File: src/rtl/mux4_scan_ctrl.sv
`default_nettype none
// ============================================================================
// Module   : mux4_scan_ctrl
// Purpose  : Round-robin select generator for a downstream 4x1 mux. It grants
//            one of four request channels, holds the select for DWELL clocks,
//            and flags when a selection is valid and when its dwell completes.
//            This is a Moore machine, and every output comes from a register.
// Ports    : clk       - system clock, rising edge
//            rst_n     - synchronous active-low reset
//            en        - scan enable; low aborts the current dwell
//            req[3:0]  - channel requests (bit0 = A/sel 00 .. bit3 = D/sel 11)
//            sel1/sel2 - mux select MSB/LSB
//            valid     - select holds a granted channel
//            ch_done   - one-cycle pulse on the final dwell cycle
//            busy      - FSM is not IDLE
//            grant_cnt - (MUX4_SCAN_STATUS_EN only) completed-dwell count
// Options  : `define MUX4_SCAN_STATUS_EN adds the 8-bit grant_cnt output
// Revision : 1.0 - initial release
// ============================================================================
module mux4_scan_ctrl #(
    parameter int DWELL = 4,
    parameter int CNT_W = 3
) (
    input  logic       clk,
    input  logic       rst_n,
    input  logic       en,
    input  logic [3:0] req,
    output logic       sel1,
    output logic       sel2,
    output logic       valid,
    output logic       ch_done,
`ifdef MUX4_SCAN_STATUS_EN
    output logic       busy,
    output logic [7:0] grant_cnt
`else
    output logic       busy
`endif
);

    typedef enum logic [0:0] {
        ST_IDLE = 1'b0,
        ST_HOLD = 1'b1
    } state_t;

    // The counter holds the number of dwell cycles still to come after the
    // current one. A grant loads DWELL-1, and the final cycle has count 0.
    localparam logic [CNT_W-1:0] C_RELOAD   = CNT_W'(DWELL - 1);
    localparam logic [CNT_W-1:0] C_CNT_ONE  = CNT_W'(1);
    localparam logic [CNT_W-1:0] C_CNT_ZERO = '0;
    // When the dwell is a single cycle, the grant cycle is also the last cycle.
    localparam logic             C_DONE_ON_ENTRY = (DWELL == 1);

    state_t           r_state;
    state_t           w_state_nxt;
    logic [1:0]       r_ptr;
    logic [1:0]       w_ptr_nxt;
    logic [1:0]       r_sel;
    logic [1:0]       w_sel_nxt;
    logic [CNT_W-1:0] r_cnt;
    logic [CNT_W-1:0] w_cnt_nxt;
    logic             r_valid;
    logic             w_valid_nxt;
    logic             r_done;
    logic             w_done_nxt;

    logic [1:0]       w_pick;
    logic [1:0]       w_cand;
    logic             w_pick_ok;
    logic             w_grant;

    // ------------------------------------------------------------------------
    // Round-robin pick: search from r_ptr+1 and wrap around. The loop walks
    // from the farthest candidate toward the nearest one. The last match it
    // writes is therefore the first requester in search order. Offset 4 wraps
    // back to r_ptr itself, so a lone requester is granted again.
    // ------------------------------------------------------------------------
    always_comb begin
        w_pick    = r_ptr;
        w_cand    = r_ptr;
        w_pick_ok = |req;
        for (int k = 4; k >= 1; k--) begin
            w_cand = r_ptr + 2'(k);
            if (req[w_cand]) begin
                w_pick = w_cand;
            end
        end
    end

    // ------------------------------------------------------------------------
    // Next-state and next-output logic
    // ------------------------------------------------------------------------
    always_comb begin
        w_state_nxt = r_state;
        w_sel_nxt   = r_sel;
        w_ptr_nxt   = r_ptr;
        w_cnt_nxt   = r_cnt;
        w_valid_nxt = r_valid;
        w_done_nxt  = 1'b0;
        w_grant     = 1'b0;

        case (r_state)
            ST_IDLE: begin
                w_valid_nxt = 1'b0;
                if (en && w_pick_ok) begin
                    w_grant = 1'b1;
                end
            end
            ST_HOLD: begin
                if (!en) begin
                    // Abort. The pointer keeps the aborted channel, and no
                    // done pulse is produced for the partial dwell.
                    w_state_nxt = ST_IDLE;
                    w_valid_nxt = 1'b0;
                end else if (r_cnt != C_CNT_ZERO) begin
                    // The dwell continues whatever req does. The done pulse
                    // lines up with the cycle whose count is zero.
                    w_cnt_nxt  = r_cnt - C_CNT_ONE;
                    w_done_nxt = (r_cnt == C_CNT_ONE);
                end else if (w_pick_ok) begin
                    // Back-to-back grant with no idle bubble.
                    w_grant = 1'b1;
                end else begin
                    w_state_nxt = ST_IDLE;
                    w_valid_nxt = 1'b0;
                end
            end
            default: begin
                w_state_nxt = ST_IDLE;
                w_valid_nxt = 1'b0;
            end
        endcase

        if (w_grant) begin
            w_state_nxt = ST_HOLD;
            w_sel_nxt   = w_pick;
            w_ptr_nxt   = w_pick;
            w_cnt_nxt   = C_RELOAD;
            w_valid_nxt = 1'b1;
            w_done_nxt  = C_DONE_ON_ENTRY;
        end
    end

    // ------------------------------------------------------------------------
    // State and output registers
    // ------------------------------------------------------------------------
    always_ff @(posedge clk) begin
        if (!rst_n) begin
            r_state <= ST_IDLE;
            r_sel   <= 2'b00;
            r_ptr   <= 2'b11;       // the first search then starts at channel 0
            r_cnt   <= C_CNT_ZERO;
            r_valid <= 1'b0;
            r_done  <= 1'b0;
        end else begin
            r_state <= w_state_nxt;
            r_sel   <= w_sel_nxt;
            r_ptr   <= w_ptr_nxt;
            r_cnt   <= w_cnt_nxt;
            r_valid <= w_valid_nxt;
            r_done  <= w_done_nxt;
        end
    end

    assign sel1    = r_sel[1];
    assign sel2    = r_sel[0];
    assign valid   = r_valid;
    assign ch_done = r_done;
    assign busy    = (r_state == ST_HOLD);

`ifdef MUX4_SCAN_STATUS_EN
    // Count completed dwells. The count advances at the end of each cycle
    // that shows a done pulse. An aborted dwell never pulses, so it is not
    // counted.
    logic [7:0] r_grant_cnt;

    always_ff @(posedge clk) begin
        if (!rst_n) begin
            r_grant_cnt <= 8'd0;
        end else if (r_done) begin
            r_grant_cnt <= r_grant_cnt + 8'd1;
        end
    end

    assign grant_cnt = r_grant_cnt;
`endif

endmodule
`default_nettype wire

File: config.mk
export PLATFORM = sky130hd
export DESIGN_NAME = mux4_scan_ctrl
export DESIGN_NICKNAME = d
export VERILOG_FILES = /design/src/rtl/mux4_scan_ctrl.sv
export SDC_FILE = /design/constraint.sdc
export NUM_CORES = 1
export LEC_CHECK = 0
export CAP_MARGIN = 20
export CORE_AREA = 2 2 39 41
export CTS_CLUSTER_SIZE = 20
export DETAILED_ROUTE_END_ITERATION = 16
export DIE_AREA = 0 0 41 43
export GPL_TIMING_DRIVEN = 0
export PLACE_DENSITY = 0.79
export REMOVE_ABC_BUFFERS = 1
export SLEW_MARGIN = 25
export SYNTH_ARGS = -nofsm -noshare
export SYNTH_HDL_FRONTEND = slang
export SYNTH_SLANG_ARGS = --single-unit
File: constraint.sdc
create_clock -name clk -period 1.3 [get_ports clk]
set_input_delay 0.26 -clock clk [delete_from_list [all_inputs] [get_ports clk]]
set_output_delay 0.26 -clock clk [all_outputs]
set_load 0.02 [all_outputs]
==> Word level (Yosys, flattened, before mapping) <==
Cells that the tools add are included.
{ "word_totals": {"regBits": 10, "latch_bits": 0, "ram_bits": 0, "romBits": 0, "input_bits": 7, "output_inout_bits": 5, "wordCells": 59, "memories": 0} }
{ "classes": {"addsub": 4, "multipliers": 0, "n_div": 0, "order_cmp": 3, "eq_ne": 3, "shift": 0, "muxes": 27, "bitwise_logic": 4, "reduce_logical": 11} }
{ "ops": {"columns": ["operator", "count"], "rows": [
  ["2-to-1 mux 1 bit", 15],
  ["2-to-1 mux 2 bit", 7],
  ["< comparator 2 x 3 -> 1 bit, second input constant", 3],
  ["binary-select mux 1 bit (select 2 bit)", 3],
  ["AND reduction 3 bit", 2],
  ["nonzero test 2 bit", 3],
  ["OR reduction 5 bit", 1],
  ["adder 2 bit, second input constant", 2],
  ["inequality test 4 x 3 -> 1 bit, second input constant", 1],
  ["inequality test 4 bit, second input constant", 1],
  ["NOT 1 bit", 4],
  ["one-hot mux 1 bit (2 select lines)", 2],
  ["OR reduction 4 bit", 1],
  ["equality test 3 x 1 -> 1 bit, second input constant", 1],
  ["nonzero test 3 bit", 1],
  ["subtractor 3 x 1 -> 3 bit, second input constant", 1],
  ["adder 2 x 1 -> 2 bit, second input constant", 1],
  ["AND reduction 2 bit", 1],
  ["OR reduction 2 bit", 1],
  ["logical AND 1 bit", 1]
]} }

==> Depth between registers and ports, before layout <==
Gate-level depths: netlist (run 1).
{ "depth": {"word_depth": 7, "ltp_mapped": 6, "depth_no_buf": 6} }

==> Worst setup path after synthesis (run 1) <==
OpenSTA, ideal clock, no wires.
{ "synth_path": {"path_type": "register -> register", "startpoint": "reg r_cnt[0]", "endpoint": "reg r_ptr[0]", "setup_ns": 0.130, "t_arrival_ns": 1.238, "path_slack_ns": -0.069, "path_stages_with_launch": 7, "cell_sequence": "dfxtp_1 inv_1 ha_1 nand2b_2 a21o_4 nor4_2 o21ai_1"} }
{ "synth_via": {"elab_chain_len": 4} }
{ "synth_lines": {"columns": ["element", "line_no", "text"], "rows": [
  ["from (decl)", "59", "logic [CNT_W-1:0] r_cnt;"],
  ["from (signal assigned)", "158", "r_cnt <= w_cnt_nxt;"],
  ["nonzero test 3 bit", "114", "end else if (r_cnt != C_CNT_ZERO) begin"],
  ["2-to-1 mux 1 bit", "114", null],
  ["2-to-1 mux 1 bit", "109", "if (!en) begin"],
  ["one-hot mux 1 bit (2 select lines)", "101", "case (r_state)"],
  ["to (signal assigned)", "157", "r_ptr <= w_ptr_nxt;"],
  ["to (decl)", "55", "logic [1:0] r_ptr;"]
]} }
Every way passes these cells.
A chain may end at the register's enable or synchronous reset.

==> Worst setup path after layout (run 1) <==
{ "layout_path": {"startpoint": "reg r_cnt[1]", "endpoint": "reg r_cnt[2]"} }
{ "layout_via": {"elab_chain_len": 5} }
{ "layout_lines": {"columns": ["element", "line_no"], "rows": [
  ["nonzero test 3 bit", "114"],
  ["2-to-1 mux 1 bit", "114"],
  ["2-to-1 mux 1 bit", "109"],
  ["one-hot mux 1 bit (2 select lines)", "101"],
  ["OR reduction 2 bit (no line)", null]
]} }
Several ways; a longest one is shown, not always the timed one.

==> impl_metrics.csv, run 1 <==
group,metric,value,unit
outcome,status,"finished with violations",
outcome,violations,"negative setup slack",
place,place_area,658,um^2
floorplanning,die_x,41,um
sta,tns,-0.00818,ns
yosys,synth_top_family_by_area,"simple AND/OR/NAND/NOR gates",
grt,grt_max_degree,11,
yosys,synth_flop_cell,"dfxtp_1",
yosys,synth_cell_types,29,
run,cap_viol_max_count,0,
yosys,ys_ff_latch,10,
yosys,yosys.area_share.simple,27.6,%
clocking,ctsHoldBuffers,0,
finish,antenna_cells,0,
yosys,ys_seq_area_share,37.4,%
power,leakagePower,0.327,nW
worst_setup_path,start_kind,"flop",
floorplanning,dieArea,0.00176,mm^2
floorplanning,ioPinCount,12,
sta,tightestPinTransition,0.352,ns
yosys,yosys.cell_count.top_type,"dfxtp_1",
route,via_per_inst,5.38,
yosys,synthAdderAreaFrac,7.01,%
sta,timing.final.ws_setup,-0.00818,ns
place,port_buffers,11,
floorplanning,rows,14,
floorplanning,die_y,43,um
clocking,clock_latency,0.26,ns
sta,hold_viol,0,
clocking,cts_buffer_depth,2,
finish,drive_above_1_share,34.2,%
sta,period_share,101,%
clocking,cts.htree.levels,1,
clocking,cts.clk_slew.worst_paths,0.06,ns
grt,grt_pass1_vias,464,
clocking,root_buffer,"clkbuf_4",
finish,syn2layout_area_growth,40.0,%
power,p_total,0.000756,W
finish,design_area,749,um^2
yosys,synth-edff-count,0,
sta,rsz0062_at_grt,"true",
yosys,synth_top_area_share,37.4,%
clocking,cts_tree,"built",
route,totalWireLength,1.13,mm
finish,nets,88,
sta,max-slew-margin-rel,76.5,%
floorplanning,coreArea,0.00138,mm^2
place,place.gp.congestion,0.733,
worst_setup_path,crit_type,"flop to flop",
worst_setup_path,critPathCaptureType,"flop",
sta,fin_worst_skew,0.00256,ns
power,ir_drop,0.702,mV
yosys,synth_area_per_cell,9.23,um^2
sta,whs,0.464,ns
yosys,synth_mux_area_share,1.87,%
clocking,cts_buffers,3,
yosys,synth_area,536,um^2
sta,clock.fmax,764,MHz
yosys,synth_xor_area_share,0,%
place,dp.final_hpwl,731,um
power,power_density,1010,mW/mm^2
floorplanning,initial_utilization,38.7,%
sta,period_minus_slack,1.31,ns
grt,grt_pass1_wl,1.88,mm
route,via_count,495,
route,wl_per_cell,12.3,um
yosys,synth_compound_area_share,22.7,%
route,drc,0,
clocking,cts_sinks,10,
worst_setup_path,required,1.46,ns
yosys,netlist_instances,58,
worst_setup_path,crit_fanout,6,
worst_setup_path,arrival,1.47,ns
yosys,yosysWarnings,0,
yosys,synth_largest_area_cell,"dfxtp_1",
route,drt_first_pass_iters,2,
route,drt_iter0_drc,3,
grt,grt.total_usage,15.7,%
grt,antenna_found_initial,0,
grt,grt_overflow,0,
min_path,min_path_type,"flop to flop",
yosys,synth_area_leaders,"dfxtp_1 (37%), ha_1 (7.0%), o41ai_4 (5.1%)",
yosys,yosys-top-cells-count,"dfxtp_1 (10), nand2_1 (5), nand4_1 (4), nor2_1 (4)",
sta,drv_slew,0,
yosys,ys_async_sr_fraction,0,%
sta,finalSetupViolCount,1,
route,drtAntennaViolNets,0,
-- final timing paths --
check             startpoint       end  slack [ns]  depth (start not counted)
hold reg to reg     r_sel[1]  r_sel[1]        0.46                          2
hold / removal      r_sel[1]  r_sel[1]        0.46                          2
setup reg to reg    r_cnt[1]  r_cnt[2]      -0.008                          6
setup / recovery    r_cnt[1]  r_cnt[2]      -0.008                          6
-- registers in the layout, indices dropped and copies added, names as in the netlist --
name,count
r_cnt,3
r_ptr,2
r_sel,2
busy,1
ch_done,1
valid,1
-- critical path, stage by stage, from the launching register on --
cell and delay (ns):
dfxtp_2 0.33, inv_2 0.08, ha_4 0.14, nand2b_4 0.08, a21o_4 0.24, and3_4 0.16, o21a_1 0.17
-- layout make-up --
type | count | area (um^2)
Fill cell | 131 | 634
Inverter | 3 | 11.3
Multi-Input combinational cell | 43 | 352
Tap cell | 16 | 20.0
Clock buffer | 3 | 22.5
Sequential cell | 10 | 205
Timing Repair Buffer | 17 | 139
-- per-layer routing --
metal	vias to the layer above	routed length (um)	GRT usage [%]
met5	-	0	0
met4	0	36	10.0
met3	4	50	4.71
met2	11	559	24.1
met1	228	480	18.0
li1	252	-	-
-- per-stage QoR --
stage | worst slack [ns] | instances | utilization (%)
after floorplan | -0.0627 | 56 | -
after global placement | -0.459 | 83 | 47.6
after detailed placement | -0.476 | 83 | 47.6
after CTS | 0.00511 | 88 | 51.5
after global routing | -0.0449 | 92 | 54.2
final | -0.00818 | 92 | 54.2
-- power by group --
part	internal (W)	total [W]	switching (W)
clock	0.000107	0.000205	0.0000985
combinational	0.0000975	0.000194	0.0000961
sequential	0.000332	0.000358	0.0000253
total	0.000536	0.000756	0.000220
-- cell families (layout without fill, tap and decap cells) --
logic type,after synthesis,after routing
AO/OA/AOI/OAI,13,13
adder cells (fa/ha/maj),3,3
buffers and inverters,5,23
flip-flops,10,10
multiplexers,1,1
AND/OR/NAND/NOR,26,26
-- layout by cell type (no fill, tap or decap), types with 2 or more instances in the layout --
cell type and n:
inv_2 2, clkbuf_2 2, nand2b_1 3, a21boi_0 2
dfxtp_1 6, nor3b_1 2, buf_4 6, dfxtp_2 4
dlygate4sd2_1 6, nand3_1 2, nand2_1 5, clkbuf_4 3
ha_1 2, nand4_1 4, nor2_1 4
-- repair_timing --
action,4_1_cts,5_1_grt
endpoints found under the setup margin,14,7
pin swaps,4,3
resized for setup,19,10
setup buffers,2,4
(Power assumes the default switching activity.)
==> inputs of run 2 (changes only) <==
- PLACE_DENSITY: 0.79 -> 0.76
- clock period: 1.3 -> 1.7 ns (I/O delays scaled with it)
==> run 2 against run 1 <==
  * The run now ends clean
  * Total power fell by 28%
  * Core utilization down 5.1 points
  * Sequential share of layout area is 2.1 points higher
  * Global-route usage down 2.0 points
  * Non-clock buffer count fell by 6
  * Sequential cell count unchanged
  * Via count decreased by 7.9%
  * Clock power decreased by 25%
  * Critical endpoint is now r_cnt[1]
  * Largest cell class unchanged
==> impl_metrics.csv, run 2 (synthesis gave the netlist of run 1 again) <==
group,metric,value,unit
outcome,status,"finished clean",
route,totalWireLength,994,um
worst_setup_path,cpLargestDelayFamily,"compound AO/OA/AOI/OAI gates",
clocking,cts_tree,"built",
worst_setup_path,slowest_delay,0.52,ns
floorplanning,ioPinCount,12,
grt,grt_pass1_vias,395,
power,power_frac_clock,28.2,%
run,cap_viol_max_count,0,
power,power_density,802,mW/mm^2
floorplanning,die_x,41,um
worst_setup_path,required,1.85,ns
finish,largestRegisters,"r_cnt: 3 flops, r_ptr: 2 flops, r_sel: 2 flops",
sta,timing.final.ws_setup,0.126,ns
sta,whs,0.462,ns
finish,antenna_cells,0,
floorplanning,initial_utilization,38.7,%
place,dp.final_hpwl,717,um
sta,drv_slew,0,
place,pre_cts_ws,-0.149,ns
clocking,cts.htree.levels,1,
worst_setup_path,critPathCaptureType,"flop",
grt,grtUsageMet1,17.7,%
finish,layout_common_cells,"dfxtp_1 (10), clkdlybuf4s50_1 (10), nand2_1 (5)",
clocking,cts_sinks,10,
power,p_int,0.000393,W
place,port_buffers,11,
worst_setup_path,start_kind,"primary input",
power,power.switching,0.000152,W
worst_setup_path,crit_type,"primary input to flop",
finish,final_cells,86,
place,place.gp.congestion,0.716,
route,drc,0,
floorplanning,die_y,43,um
worst_setup_path,r2r_start,"r_cnt[0]",
floorplanning,coreArea,0.00138,mm^2
sta,fin_worst_skew,0.00183,ns
sta,period_share,92.6,%
grt,grt_overflow,0,
clocking,clock_latency,0.26,ns
grt,grt_max_degree,11,
grt,use_met3,3.14,%
clocking,cts.clk_slew.worst_paths,0.06,ns
finish,syn2layout_area_growth,26.9,%
floorplanning,dieArea,0.00176,mm^2
finish,drive_above_1_share,11.4,%
route,via_count,456,
worst_setup_path,path_buf_inv,1,
finish,largest_register,"r_cnt",
worst_setup_path,crit_fanout,6,
route,drt_iter0_drc,4,
power,seqPwrFrac,49.8,%
power,leakagePower,0.279,nW
power,ir_drop,0.414,mV
grt,grt_pass1_wl,1.59,mm
worst_setup_path,critical_path.cell_chain,"clkdlybuf4s50_1 > o41ai_4 > nand2_1 > o221a_2",
min_path,min_path_type,"flop to flop",
sta,tightestPinTransition,0.323,ns
grt,antenna_found_initial,0,
power,power_frac_comb,22.1,%
route,drtAntennaViolNets,0,
clocking,root_buffer,"clkbuf_4",
sta,hold_viol,0,
sta,period_minus_slack,1.57,ns
worst_setup_path,arrival,1.73,ns
route,wl_per_cell,11.6,um
clocking,cts_buffer_depth,2,
sta,rsz0062_at_grt,"false",
grt,grt.total_usage,13.7,%
power,swShare,27.8,%
place,dp.cells,83,
grt,top_usage_layer,"met2",
clocking,cts_buffers,3,
finish,largest_register_ffs,3,
sta,max-slew-margin-rel,78.4,%
route,via_per_inst,5.30,
worst_setup_path,crit_start,"req[1]",
worst_setup_path,crit_slowest_cell,"clkdlybuf4s50_1",
sta,finalSetupViolCount,0,
sta,tns,0,ns
grt,met2_usage,18.1,%
route,drt_first_pass_iters,2,
floorplanning,rows,14,
min_path,min_from,"r_sel[1]",
clocking,ctsHoldBuffers,0,
finish,nets,82,
sta,clock.fmax,635,MHz
-- run 2: cell count changes in the layout (fill, tap and decap cells not counted), moves of 2 or more --
| cell | change |
|---|---|
| buf_4 | -6 |
| dlygate4sd2_1 | -5 |
| clkbuf_2 | -2 |
| dfxtp_1 | +4 |
| clkdlybuf4s50_1 | +9 |
| dfxtp_2 | -4 |
| inv_2 | -2 |
| inv_1 | +2 |
-- run 2: worst min-delay path, cell delays in order (launching register included) --
cell	delay (ns)
dfxtp_1	0.31
nand2_1	0.04
a21boi_0	0.06
-- run 2: timing repair --
item,4_1_cts,5_1_grt
gates resized for setup,1,0
setup endpoints to repair,1,0
setup buffers,0,0
-- run 2: metal layers --
layer / vias up / part of all wire (%)
met3: 4 / 5.2
met4: 0 / 3.6
met5: - / 0
met2: 10 / 42
li1: 234 / -
met1: 208 / 49
-- run 2: power groups by stage --
stage                     registers (W)   logic, W  clock network, W
after detailed placement       0.000276   0.000122                 0
after global routing           0.000274   0.000134          0.000177
after floorplan                0.000282  0.0000630                 0
after global placement         0.000275   0.000120                 0
after CTS                      0.000271   0.000122          0.000161
final                          0.000271   0.000120          0.000153
-- run 2: worst paths after layout --
path | depth (start not counted) | end | slack, ns
max | 4 | r_cnt[1] | 0.13
min | 2 | r_sel[1] | 0.46
min reg2reg | 2 | r_sel[1] | 0.46
max reg2reg | 6 | r_ptr[0] | 0.23
-- run 2: layout make-up --
cell class / instances / area, um^2
Fill cell: 137 / 704
Timing Repair Buffer: 11 / 109
Multi-Input combinational cell: 43 / 317
Inverter: 3 / 11.3
Tap cell: 16 / 20.0
Clock buffer: 3 / 22.5
Sequential cell: 10 / 200
-- run 2: per-stage QoR --
stage | util (%) | total power (W) | instance area [um^2]
after floorplan | - | 0.000345 | 528
after global placement | 47.6 | 0.000395 | 658
after detailed placement | 47.6 | 0.000399 | 658
after CTS | 49.1 | 0.000553 | 679
after global routing | 49.1 | 0.000585 | 679
final | 49.1 | 0.000545 | 679
==> inputs of run 3 (changes only) <==
- HOLD_SLACK_MARGIN: unset -> 0.06
==> results of run 3 <==
Same layout as run 2: the final DEF is identical, and so are final timing and power.
